==> src/rtl/obu_bit_reader_if.sv <==
// rtl/obu_bit_reader_if.sv - byte-in / window-out bundle for the OBU bit reader
//
// Purpose: groups the byte stream handshake, the consume controls and the
// window/status outputs of obu_bit_reader into one bundle.
// Ports (all signals, no clock):
//   in_data/in_valid/in_ready  byte stream into the reader, MSB first in stream
//   flush, pop, pad, pad_len, align  consume controls from the parser
//   data_out, avail, bit_count, total_bits, err  window and status to the parser
// Modports: master = parser/producer side, slave = bit reader.
interface obu_bit_reader_if #(
  parameter int DATA_W = 32,
  parameter int BUF_W  = 64
);
  localparam int PAD_LEN_WIDTH = $clog2(DATA_W + 1);
  localparam int CNT_W         = $clog2(BUF_W + 1);

  logic [7:0]               in_data;
  logic                     in_valid;
  logic                     in_ready;
  logic                     flush;
  logic [DATA_W-1:0]        data_out;
  logic                     avail;
  logic                     pad;
  logic [PAD_LEN_WIDTH-1:0] pad_len;
  logic                     pop;
  logic                     align;
  logic [CNT_W-1:0]         bit_count;
  logic [31:0]              total_bits;
  logic                     err;

  modport master (
    output in_data, in_valid, flush, pad, pad_len, pop, align,
    input  in_ready, data_out, avail, bit_count, total_bits, err
  );

  modport slave (
    input  in_data, in_valid, flush, pad, pad_len, pop, align,
    output in_ready, data_out, avail, bit_count, total_bits, err
  );
endinterface

==> src/rtl/obu_bit_reader.sv <==
// rtl/obu_bit_reader.sv - left-justified bit buffer feeding the OBU parser
//
// Purpose: accepts bytes into a left-justified bit buffer and presents the
// next DATA_W stream bits to the parser, which consumes them by pop (DATA_W),
// pad (pad_len) or align (to the next byte boundary of the consumed position).
// Ports:
//   clk  clock, all state on rising edge
//   rst  asynchronous active-high reset
//   bus  obu_bit_reader_if.slave: byte input handshake, consume controls,
//        data_out/avail window, bit_count, total_bits, sticky err
module obu_bit_reader #(
  parameter int DATA_W = 32,
  parameter int BUF_W  = 64
) (
  input  logic              clk,
  input  logic              rst,
  obu_bit_reader_if.slave   bus
);
  localparam int PAD_LEN_WIDTH = $clog2(DATA_W + 1);
  localparam int CNT_W         = $clog2(BUF_W + 1);

  localparam logic [CNT_W-1:0]         DATA_W_C  = CNT_W'(DATA_W);
  localparam logic [CNT_W-1:0]         FULL_LIM  = CNT_W'(BUF_W - 8);
  localparam logic [PAD_LEN_WIDTH-1:0] PAD_MAX   = PAD_LEN_WIDTH'(DATA_W);

  logic [BUF_W-1:0] bit_buf;
  logic [BUF_W-1:0] buf_nxt;
  logic [BUF_W-1:0] byte_ext;
  logic [CNT_W-1:0] cnt;
  logic [CNT_W-1:0] cnt_nxt;
  logic [CNT_W-1:0] n;
  logic [CNT_W-1:0] align_n;
  logic [2:0]       align_lo;
  logic [31:0]      total;
  logic [31:0]      total_nxt;
  logic             err_q;
  logic             err_nxt;
  logic             avail;
  logic             ready;
  logic             accept;
  logic             pad_over;

  assign avail    = (cnt >= DATA_W_C);
  // flush forces ready low so a byte offered alongside it is never taken.
  assign ready    = !bus.flush && (cnt <= FULL_LIM);
  assign accept   = bus.in_valid && ready;
  // (8 - total mod 8) mod 8 is just the 3-bit two's complement of total[2:0].
  assign align_lo = 3'd0 - total[2:0];
  assign align_n  = CNT_W'(align_lo);
  assign pad_over = (bus.pad_len > PAD_MAX);

  always_comb begin
    n       = '0;
    err_nxt = err_q;
    if (bus.pop) begin
      if (avail) n = DATA_W_C;
      else       err_nxt = 1'b1;
    end else if (bus.pad) begin
      if (bus.pad_len != '0) begin
        if (!avail) begin
          err_nxt = 1'b1;
        end else if (pad_over) begin
          n       = DATA_W_C;
          err_nxt = 1'b1;
        end else begin
          n = CNT_W'(bus.pad_len);
        end
      end
    end else if (bus.align) begin
      // align needs at most 7 bits, so a short buffer can still satisfy it.
      if (avail || (cnt >= align_n)) n = align_n;
      else                           err_nxt = 1'b1;
    end

    // n never exceeds cnt, so cnt - n is the fill level after the consume and
    // the new byte lands directly below the surviving bits.
    byte_ext  = {bus.in_data, {(BUF_W-8){1'b0}}} >> (cnt - n);
    buf_nxt   = bit_buf << n;
    if (accept) buf_nxt = buf_nxt | byte_ext;
    cnt_nxt   = cnt - n + (accept ? CNT_W'(8) : CNT_W'(0));
    total_nxt = total + 32'(n);
  end

  always_ff @(posedge clk or posedge rst) begin
    if (rst) begin
      bit_buf <= '0;
      cnt     <= '0;
      total   <= '0;
      err_q   <= 1'b0;
    end else if (bus.flush) begin
      bit_buf <= '0;
      cnt     <= '0;
      total   <= '0;
      err_q   <= 1'b0;
    end else begin
      bit_buf <= buf_nxt;
      cnt     <= cnt_nxt;
      total   <= total_nxt;
      err_q   <= err_nxt;
    end
  end

  assign bus.data_out   = bit_buf[BUF_W-1 -: DATA_W];
  assign bus.avail      = avail;
  assign bus.in_ready   = ready;
  assign bus.bit_count  = cnt;
  assign bus.total_bits = total;
  assign bus.err        = err_q;
endmodule

==> src/flat_wrapper.sv <==
// flat-port wrapper written by rule: the top's interface ports become plain ports
module obu_bit_reader_flat 
#(
  parameter int DATA_W = 32,
  parameter int BUF_W  = 64
)
  (clk, rst, bus_in_data, bus_in_valid, bus_flush, bus_pad, bus_pad_len, bus_pop, bus_align, bus_in_ready, bus_data_out, bus_avail, bus_bit_count, bus_total_bits, bus_err);
  obu_bit_reader_if #(.DATA_W(DATA_W), .BUF_W(BUF_W)) bus_i ();
  input  logic clk;
  input  logic rst;
  input wire logic [$bits(bus_i.in_data)-1:0] bus_in_data;
  input wire logic [$bits(bus_i.in_valid)-1:0] bus_in_valid;
  input wire logic [$bits(bus_i.flush)-1:0] bus_flush;
  input wire logic [$bits(bus_i.pad)-1:0] bus_pad;
  input wire logic [$bits(bus_i.pad_len)-1:0] bus_pad_len;
  input wire logic [$bits(bus_i.pop)-1:0] bus_pop;
  input wire logic [$bits(bus_i.align)-1:0] bus_align;
  output wire logic [$bits(bus_i.in_ready)-1:0] bus_in_ready;
  output wire logic [$bits(bus_i.data_out)-1:0] bus_data_out;
  output wire logic [$bits(bus_i.avail)-1:0] bus_avail;
  output wire logic [$bits(bus_i.bit_count)-1:0] bus_bit_count;
  output wire logic [$bits(bus_i.total_bits)-1:0] bus_total_bits;
  output wire logic [$bits(bus_i.err)-1:0] bus_err;
  assign bus_i.in_data = bus_in_data;
  assign bus_i.in_valid = bus_in_valid;
  assign bus_i.flush = bus_flush;
  assign bus_i.pad = bus_pad;
  assign bus_i.pad_len = bus_pad_len;
  assign bus_i.pop = bus_pop;
  assign bus_i.align = bus_align;
  assign bus_in_ready = bus_i.in_ready;
  assign bus_data_out = bus_i.data_out;
  assign bus_avail = bus_i.avail;
  assign bus_bit_count = bus_i.bit_count;
  assign bus_total_bits = bus_i.total_bits;
  assign bus_err = bus_i.err;
  obu_bit_reader #(.DATA_W(DATA_W), .BUF_W(BUF_W)) u_core (.clk(clk), .rst(rst), .bus(bus_i));
endmodule
==> config.mk <==
export PLATFORM = sky130hd
export DESIGN_NAME = obu_bit_reader_flat
export DESIGN_NICKNAME = d
export VERILOG_FILES = /design/src/rtl/obu_bit_reader_if.sv /design/src/rtl/obu_bit_reader.sv /design/src/flat_wrapper.sv
export SDC_FILE = /design/constraint.sdc
export NUM_CORES = 1
export LEC_CHECK = 0
export CORE_ASPECT_RATIO = 0.8
export CORE_MARGIN = 5
export CORE_UTILIZATION = 30
export DETAILED_ROUTE_END_ITERATION = 10
export SYNTH_ARGS = -nofsm -noshare
export SYNTH_HDL_FRONTEND = slang
export SYNTH_SLANG_ARGS = --single-unit
==> constraint.sdc <==
create_clock -name clk -period 6.5 [get_ports clk]
set_clock_uncertainty 0.15 [all_clocks]
set_input_delay 1.625 -clock clk [delete_from_list [all_inputs] [get_ports clk]]
set_output_delay 1.625 -clock clk [all_outputs]
set_load 0.005 [all_outputs]
==> results of run 1 <==
==> worst min-delay path, stage by stage (launching register included) <==
cell,delay (ns)
sky130_fd_sc_hd__dfrtp_1,0.36
sky130_fd_sc_hd__xor2_1,0.07
sky130_fd_sc_hd__nor2_1,0.07
==> registers in the layout, indices dropped and copies added (netlist names) <==
signal / flops
u_core.bus.total_bits: 32
u_core.bit_buf: 64
u_core.bus.err: 1
u_core.bus.bit_count: 7
==> routing by layer <==
layer  track usage (%)  wire, um  up-vias  share of wire (%)
li1                  -         -     4911                  -
met1              37.8     22300     5606                 44
met2              33.6     19600      748                 39
met3              8.93      6910       85                 14
met4              6.51      1270        2                2.5
met5                 0         7        -              0.014
==> metrics by stage <==
stage | util (%) | instances
after floorplan | - | 1290
after CTS | 35.4 | 1802
after global placement | 34.5 | 1786
after global routing | 35.4 | 1803
after detailed placement | 34.5 | 1786
final | 35.4 | 1803
==> cell usage in the layout (no fill, tap or decap), types with 14 or more instances in the layout <==
master | synthesis | final
sky130_fd_sc_hd__o22ai_1 | 31 | 31
sky130_fd_sc_hd__and2_1 | 22 | 22
sky130_fd_sc_hd__nand2_1 | 162 | 161
sky130_fd_sc_hd__clkdlybuf4s50_1 | 0 | 93
sky130_fd_sc_hd__ha_1 | 18 | 18
sky130_fd_sc_hd__a211oi_1 | 33 | 33
sky130_fd_sc_hd__a21oi_1 | 74 | 74
sky130_fd_sc_hd__buf_4 | 40 | 69
sky130_fd_sc_hd__nor2_1 | 108 | 108
sky130_fd_sc_hd__xor2_1 | 15 | 15
sky130_fd_sc_hd__o21ai_0 | 41 | 41
sky130_fd_sc_hd__o211ai_1 | 21 | 21
sky130_fd_sc_hd__a311oi_1 | 14 | 14
sky130_fd_sc_hd__dfrtp_1 | 104 | 104
sky130_fd_sc_hd__nand3_1 | 30 | 30
sky130_fd_sc_hd__and3_1 | 48 | 48
sky130_fd_sc_hd__a22oi_1 | 40 | 40
sky130_fd_sc_hd__mux2i_1 | 69 | 69
sky130_fd_sc_hd__mux2_2 | 17 | 17
sky130_fd_sc_hd__nor3_1 | 21 | 21
sky130_fd_sc_hd__inv_1 | 37 | 36
==> area by class of cell <==
class	instances	area [sq um]	area share, %
multi-input cells	1007	6840	57.1
clock buffers	12	256	2.14
well taps	465	582	4.86
flip-flops and latches	104	2600	21.7
repair buffers	165	1500	12.5
inverters	46	178	1.48
clock inverters	4	28.8	0.240
==> where the power goes <==
part | switching [mW] | leakage (nW) | total, mW | internal (mW)
Combinational | 1.69 | 3.21 | 2.55 | 0.860
Clock | 0.281 | 0.135 | 0.564 | 0.282
Sequential | 0.181 | 1.43 | 0.927 | 0.746
==> path summary, 6_finish.rpt <==
path	endpoint	cells after the start
setup / recovery	u_core.bit_buf[36]	13
hold / removal	u_core.bus.total_bits[31]	2
setup reg to reg	u_core.bit_buf[36]	17
hold reg to reg	u_core.bus.total_bits[31]	2
max in group asynchronous	u_core.bit_buf[39]	3
min in group asynchronous	u_core.bus.bit_count[6]	2
==> logic make-up after synthesis <==
logic type / Yosys count / share of synthesized area (%)
AND/OR/NAND/NOR: 444 / 20.5
multiplexers: 93 / 9.77
adder cells (fa/ha/maj): 20 / 2.56
buffers and inverters: 179 / 9.12
flip-flops: 104 / 25.1
AO/OA/AOI/OAI: 422 / 30.6
XOR/XNOR: 28 / 2.36
==> load_flow_metrics.sql, run 1 <==
INSERT INTO impl_metrics (metric_group, metric, value, unit) VALUES
('run_status', 'outcome', 'finished, final reports clean', ''),
('timing', 'report.final.slew_viol_count', '0', ''),
('synthesis', 'synth.top_cells.by_area', 'sky130_fd_sc_hd__dfrtp_1 25%, sky130_fd_sc_hd__mux2i_1 6.7%, sky130_fd_sc_hd__nand2_1 5.9%', ''),
('detailed_routing', 'avgRoutedWirePerCell', '27.8', 'um'),
('setup_path', 'list_of_cells_traversed_by_the_critical_path', 'clkdlybuf4s50_1 -> nor4bb_4 -> and2_1 -> nor2_2 -> inv_2 -> ha_1 -> fa_1 -> buf_4 -> o21ai_0 -> or2_2 -> o21ai_0 -> a211oi_1 -> a211oi_1', ''),
('synthesis', 'synth_ff_type', 'sky130_fd_sc_hd__dfrtp_1', ''),
('place', 'detailedPlacementHpwl', '38400', 'um'),
('timing', 'final.min_clock_period', '5.88', 'ns'),
('setup_path', 'worstSetupStartpointType', 'primary input', ''),
('setup_path', 'critPathMaxFanout', '15', ''),
('die', 'initial_utilization', '30.6', '%'),
('place', 'gp_routability_congestion', '1.03', ''),
('timing', 'fmax', '170', 'MHz'),
('clock_tree', 'clkSlewWorstSetupHoldPaths', '0.08', 'ns'),
('timing', 'setup_ws', '0.615', 'ns'),
('die', 'fp.coreArea', '0.0339', 'sq mm'),
('timing', 'hold_viol', '0', ''),
('setup_path', 'endpoint_kind', 'register', ''),
('setup_path', 'regToRegStartpoint', 'u_core.bus.total_bits[0]', ''),
('synthesis', 'synth.yosys.seq_area_share', '25.1', '%'),
('setup_path', 'reg2reg_slack', '0.75', 'ns'),
('detailed_routing', 'avgViaCountPerCell', '6.30', ''),
('synthesis', 'synth_most_common_cell', 'sky130_fd_sc_hd__nand2_1', ''),
('detailed_routing', 'router_iterations_before_antenna_repair', '6', ''),
('clock_tree', 'numClockSinks', '104', ''),
('job', 'drv.max_cap_violation_count', '0', ''),
('synthesis', 'syn-num-nets', '1331', ''),
('min_path', 'type_of_the_worst_min_delay_path', 'register to register', ''),
('setup_path', 'cp_data_arrival_time', '5.94', 'ns'),
('clock_tree', 'cts_tree', 'yes', ''),
('pwr', 'vdd_drop_max', '0.000199', 'V'),
('layout', 'final_design_area_no_fill', '0.0120', 'sq mm'),
('setup_path', 'crit_type', 'primary input to register', ''),
('die', 'die_h', '176', 'um'),
('synthesis', 'synth_top_cell_by_area', 'sky130_fd_sc_hd__dfrtp_1', ''),
('setup_path', 'crit_path_top_delay_cell', 'sky130_fd_sc_hd__o21ai_0', ''),
('layout', 'layout-drive-gt1-share', '11.9', '%'),
('place', 'port-buffer-count', '94', ''),
('clock_tree', 'latest_clock_arrival_within_the_worst_skew_pair', '0.37', 'ns'),
('die', 'std_cell_rows', '60', ''),
('setup_path', 'cp_data_required_time', '6.56', 'ns'),
('setup_path', 'worst_path_buffer_plus_inverter_count', '3', ''),
('setup_path', 'timing.critical_path.slowest_cell_delay', '0.69', 'ns'),
('min_path', 'hold_start', 'u_core.bus.total_bits[31]', ''),
('synthesis', 'post_synth_num_cell_types', '94', ''),
('pwr', 'powerDensity', '337', 'mW/mm^2'),
('detailed_routing', 'drc_errors', '0', ''),
('die', 'floorplan.die.width', '218', 'um'),
('clock_tree', 'post_cts_resized', '0', ''),
('timing', 'setup_viol', '0', ''),
('synthesis', 'synthTopCellsByCount', '162 x sky130_fd_sc_hd__nand2_1, 108 x sky130_fd_sc_hd__nor2_1, 104 x sky130_fd_sc_hd__dfrtp_1', ''),
('timing', 'worst_slew_margin_rel', '28.8', '%'),
('synthesis', 'avgSynthCellArea', '8.04', 'sq um'),
('timing', 'rsz0062_at_grt', 'no', ''),
('global_routing', 'number_of_antenna_violations_at_the_first_check_in_global_routing', '2', ''),
('clock_tree', 'root_buffer', 'sky130_fd_sc_hd__clkbuf_16', ''),
('clock_tree', 'post-cts-setup-buffer-count', '0', ''),
('synthesis', 'synthesis.area', '0.0104', 'sq mm'),
('layout', 'layout-area-overhead-vs-synth', '15.5', '%'),
('detailed_routing', 'dr_total_vias', '11400', ''),
('die', 'dieArea', '0.0384', 'sq mm'),
('global_routing', 'grt_start_max_net_pins', '66', ''),
('clock_tree', 'cts.path.max_buffers', '2', ''),
('detailed_routing', 'drtIter0Drc', '1686', ''),
('clock_tree', 'cts.hold.buffers_added', '0', ''),
('synthesis', 'area_share_of_the_leading_cell_type_in_the_synthesized_netlist', '25.1', '%'),
('layout', 'fillers', '3521', ''),
('synthesis', 'synth-async-reset-ratio', '100', '%'),
('timing', 'hold_ws', '0.394', 'ns'),
('global_routing', 'globalRouteTotalUtil', '25.1', '%'),
('layout', 'diodes', '0', '');
No activity file was read; power rests on OpenSTA's default activity.
==> run 2: changes to the inputs <==
--- a/config.mk
+++ b/config.mk
@@ -8,6 +8,7 @@
 export CORE_ASPECT_RATIO = 0.8
 export CORE_MARGIN = 5
 export CORE_UTILIZATION = 30
+export CTS_CLUSTER_SIZE = 30
 export DETAILED_ROUTE_END_ITERATION = 10
 export SYNTH_ARGS = -nofsm -noshare
 export SYNTH_HDL_FRONTEND = slang
==> results of run 2 <==
Final layout, timing and power as in run 1 (identical DEF).
==> run 3: changes to the inputs <==
--- a/config.mk
+++ b/config.mk
@@ -10,6 +10,7 @@
 export CORE_UTILIZATION = 30
 export CTS_CLUSTER_SIZE = 30
 export DETAILED_ROUTE_END_ITERATION = 10
+export SKIP_LAST_GASP = 1
 export SYNTH_ARGS = -nofsm -noshare
 export SYNTH_HDL_FRONTEND = slang
 export SYNTH_SLANG_ARGS = --single-unit
==> constraint.sdc (replaced) <==
create_clock -name clk -period 6.5 [get_ports clk]
set_clock_uncertainty 0.15 [all_clocks]
set_input_delay 1.625 -clock clk [delete_from_list [all_inputs] [get_ports clk]]
set_output_delay 1.625 -clock clk [all_outputs]
set_load 0.02 [all_outputs]
==> run 3 against run 2 <==
  * Total power grew 4.5%
  * Register-to-register slack lost 0.06 ns
  * Count of clock-buffer cells in the layout shrank 3
  * Worst setup slack gained 0.016 ns
  * Utilization is essentially flat
  * Global-route usage shrank 0.18 points
  * Largest cell class unchanged
==> load_flow_metrics.sql, run 3 (synthesis results as in run 1) <==
INSERT INTO impl_metrics (metric_group, metric, value, unit) VALUES
('setup_path', 'reg2reg_slack', '0.69', 'ns'),
('detailed_routing', 'avgRoutedWirePerCell', '27.4', 'um'),
('timing', 'setup_tns', '0', 'ns'),
('global_routing', 'grt_pass1_vias', '10700', ''),
('timing', 'hold_viol', '0', ''),
('clock_tree', 'post-cts-setup-buffer-count', '0', ''),
('setup_path', 'endpoint_kind', 'register', ''),
('timing', 'hold_ws', '0.390', 'ns'),
('die', 'initial_utilization', '30.6', '%'),
('setup_path', 'crit_type', 'primary input to register', ''),
('min_path', 'type_of_the_worst_min_delay_path', 'register to register', ''),
('die', 'floorplan.die.width', '218', 'um'),
('setup_path', 'critPathMaxFanout', '38', ''),
('detailed_routing', 'detail-route-antenna-nets', '0', ''),
('place', 'detailedPlacementHpwl', '38000', 'um'),
('timing', 'setup_viol', '0', ''),
('die', 'std_cell_rows', '60', ''),
('timing', 'fmax', '170', 'MHz'),
('pwr', 'total_power', '4.23', 'mW'),
('detailed_routing', 'dr_total_vias', '11200', ''),
('detailed_routing', 'drtIter0Drc', '1733', ''),
('clock_tree', 'cts.path.max_buffers', '2', ''),
('setup_path', 'cp_data_required_time', '6.57', 'ns'),
('layout', 'largest_register_ffs', '64', ''),
('clock_tree', 'ctsHtreeMaxLevel', '3', ''),
('timing', 'max_slew.worst_pin.slew', '1.24', 'ns'),
('clock_tree', 'cts.hold.buffers_added', '0', ''),
('die', 'dieArea', '0.0384', 'sq mm'),
('die', 'ioPinCount', '95', ''),
('detailed_routing', 'router_iterations_before_antenna_repair', '6', ''),
('pwr', 'p_leak', '4.79', 'nW'),
('layout', 'diodes', '0', ''),
('clock_tree', 'root_buffer', 'sky130_fd_sc_hd__clkbuf_16', ''),
('detailed_routing', 'avgViaCountPerCell', '6.24', ''),
('timing', 'final.min_clock_period', '5.87', 'ns'),
('timing', 'final.period_utilization', '90.3', '%'),
('clock_tree', 'numClockSinks', '104', ''),
('global_routing', 'globalRouteTotalUtil', '25.0', '%'),
('layout', 'final_design_area_no_fill', '0.0120', 'sq mm'),
('detailed_routing', 'postRouteWirelength', '49300', 'um'),
('place', 'gp_routability_congestion', '1.04', ''),
('detailed_routing', 'drc_errors', '0', ''),
('layout', 'most-common-layout-cells', '161 x sky130_fd_sc_hd__nand2_1, 108 x sky130_fd_sc_hd__nor2_1, 104 x sky130_fd_sc_hd__dfrtp_1', ''),
('die', 'fp.coreArea', '0.0339', 'sq mm'),
('layout', 'layout-area-overhead-vs-synth', '15.7', '%'),
('clock_tree', 'post_cts_resized', '0', ''),
('layout', 'layout_commonest_cell', 'sky130_fd_sc_hd__nand2_1', ''),
('die', 'die_h', '176', 'um'),
('global_routing', 'grt_start_max_net_pins', '66', ''),
('timing', 'rsz0062_at_grt', 'no', ''),
('setup_path', 'worstSetupStartpointType', 'primary input', ''),
('layout', 'multiInputGateArea', '0.00684', 'sq mm'),
('layout', 'fillers', '3561', ''),
('pwr', 'vdd_drop_max', '0.000174', 'V'),
('timing', 'report.final.slew_viol_count', '0', ''),
('global_routing', 'number_of_antenna_violations_at_the_first_check_in_global_routing', '2', ''),
('layout', 'largest_register', 'u_core.bit_buf', ''),
('layout', 'final_cell_count_without_fillers', '1801', ''),
('place', 'place_worst_setup_slack', '0.344', 'ns'),
('place', 'post_place_instance_area', '0.0117', 'sq mm'),
('layout', 'layout-drive-gt1-share', '11.8', '%'),
('clock_tree', 'latest_clock_arrival_within_the_worst_skew_pair', '0.37', 'ns'),
('global_routing', 'grt_pass1_wl', '73000', 'um'),
('clock_tree', 'clkSlewWorstSetupHoldPaths', '0.07', 'ns'),
('layout', 'design.final.nets', '1373', ''),
('timing', 'worst_slew_margin_rel', '16.8', '%'),
('layout', 'final-seq-area', '0.00260', 'sq mm'),
('setup_path', 'cp_data_arrival_time', '5.94', 'ns'),
('layout', 'layout.core_utilization', '35.4', '%'),
('job', 'drv.max_cap_violation_count', '0', ''),
('clock_tree', 'cts_tree', 'yes', ''),
('run_status', 'outcome', 'finished, final reports clean', ''),
('pwr', 'powerDensity', '352', 'mW/mm^2'),
('global_routing', 'overall_overflow_remaining_after_global_route', '0', ''),
('place', 'numPlacedInstances', '1786', ''),
('place', 'port-buffer-count', '94', ''),
('clock_tree', 'numCtsBuffers', '9', ''),
('timing', 'setup_ws', '0.631', 'ns');
[run 3: area by class of cell]
cell class                 count  area share, %
inverter                      46           1.48
clock inverter                 6          0.907
sequential                   104           21.7
clock buffer                   9           1.88
multi-input combinational   1007           57.0
timing repair buffer         164           12.2
tap                          465           4.85
[run 3: worst paths after layout]
| path | to | cells past startpoint | start |
|---|---|---|---|
| min reg2reg | u_core.bus.total_bits[31] | 2 | u_core.bus.total_bits[31] |
| max in group asynchronous | u_core.bit_buf[47] | 3 | rst |
| max | u_core.bus.total_bits[31] | 15 | bus_pop |
| min in group asynchronous | u_core.bit_buf[50] | 2 | rst |
| max reg2reg | u_core.bus.total_bits[31] | 20 | u_core.bus.total_bits[0] |
| min | u_core.bus.total_bits[31] | 2 | u_core.bus.total_bits[31] |
[run 3: power breakdown]
| part | switching, mW | internal [mW] |
|---|---|---|
| clock network | 0.264 | 0.374 |
| logic | 1.79 | 0.861 |
| registers | 0.191 | 0.746 |
| total | 2.24 | 1.98 |
[run 3: worst max-delay path: stages]
cell and delay, ns:
sky130_fd_sc_hd__clkdlybuf4s50_1 0.59, sky130_fd_sc_hd__nor3b_2 0.38, sky130_fd_sc_hd__nand2b_1 0.15, sky130_fd_sc_hd__a21o_1 0.22
sky130_fd_sc_hd__nand2_2 0.10, sky130_fd_sc_hd__buf_4 0.46, sky130_fd_sc_hd__ha_1 0.24, sky130_fd_sc_hd__a21oi_1 0.13
sky130_fd_sc_hd__o21ai_0 0.25, sky130_fd_sc_hd__a21o_1 0.20, sky130_fd_sc_hd__a21oi_1 0.16, sky130_fd_sc_hd__nor4_1 0.97
sky130_fd_sc_hd__nand4_1 0.22, sky130_fd_sc_hd__xor2_1 0.17, sky130_fd_sc_hd__nor2_1 0.05
[run 3: layer usage]
| layer | share of wire, % | global-route usage [%] | vias to the layer above |
|---|---|---|---|
| li1 | - | - | 4912 |
| met3 | 15 | 10.9 | 81 |
| met4 | 2.3 | 5.70 | 0 |
| met5 | 0 | 0 | - |
| met1 | 44 | 36.8 | 5497 |
| met2 | 39 | 33.2 | 741 |
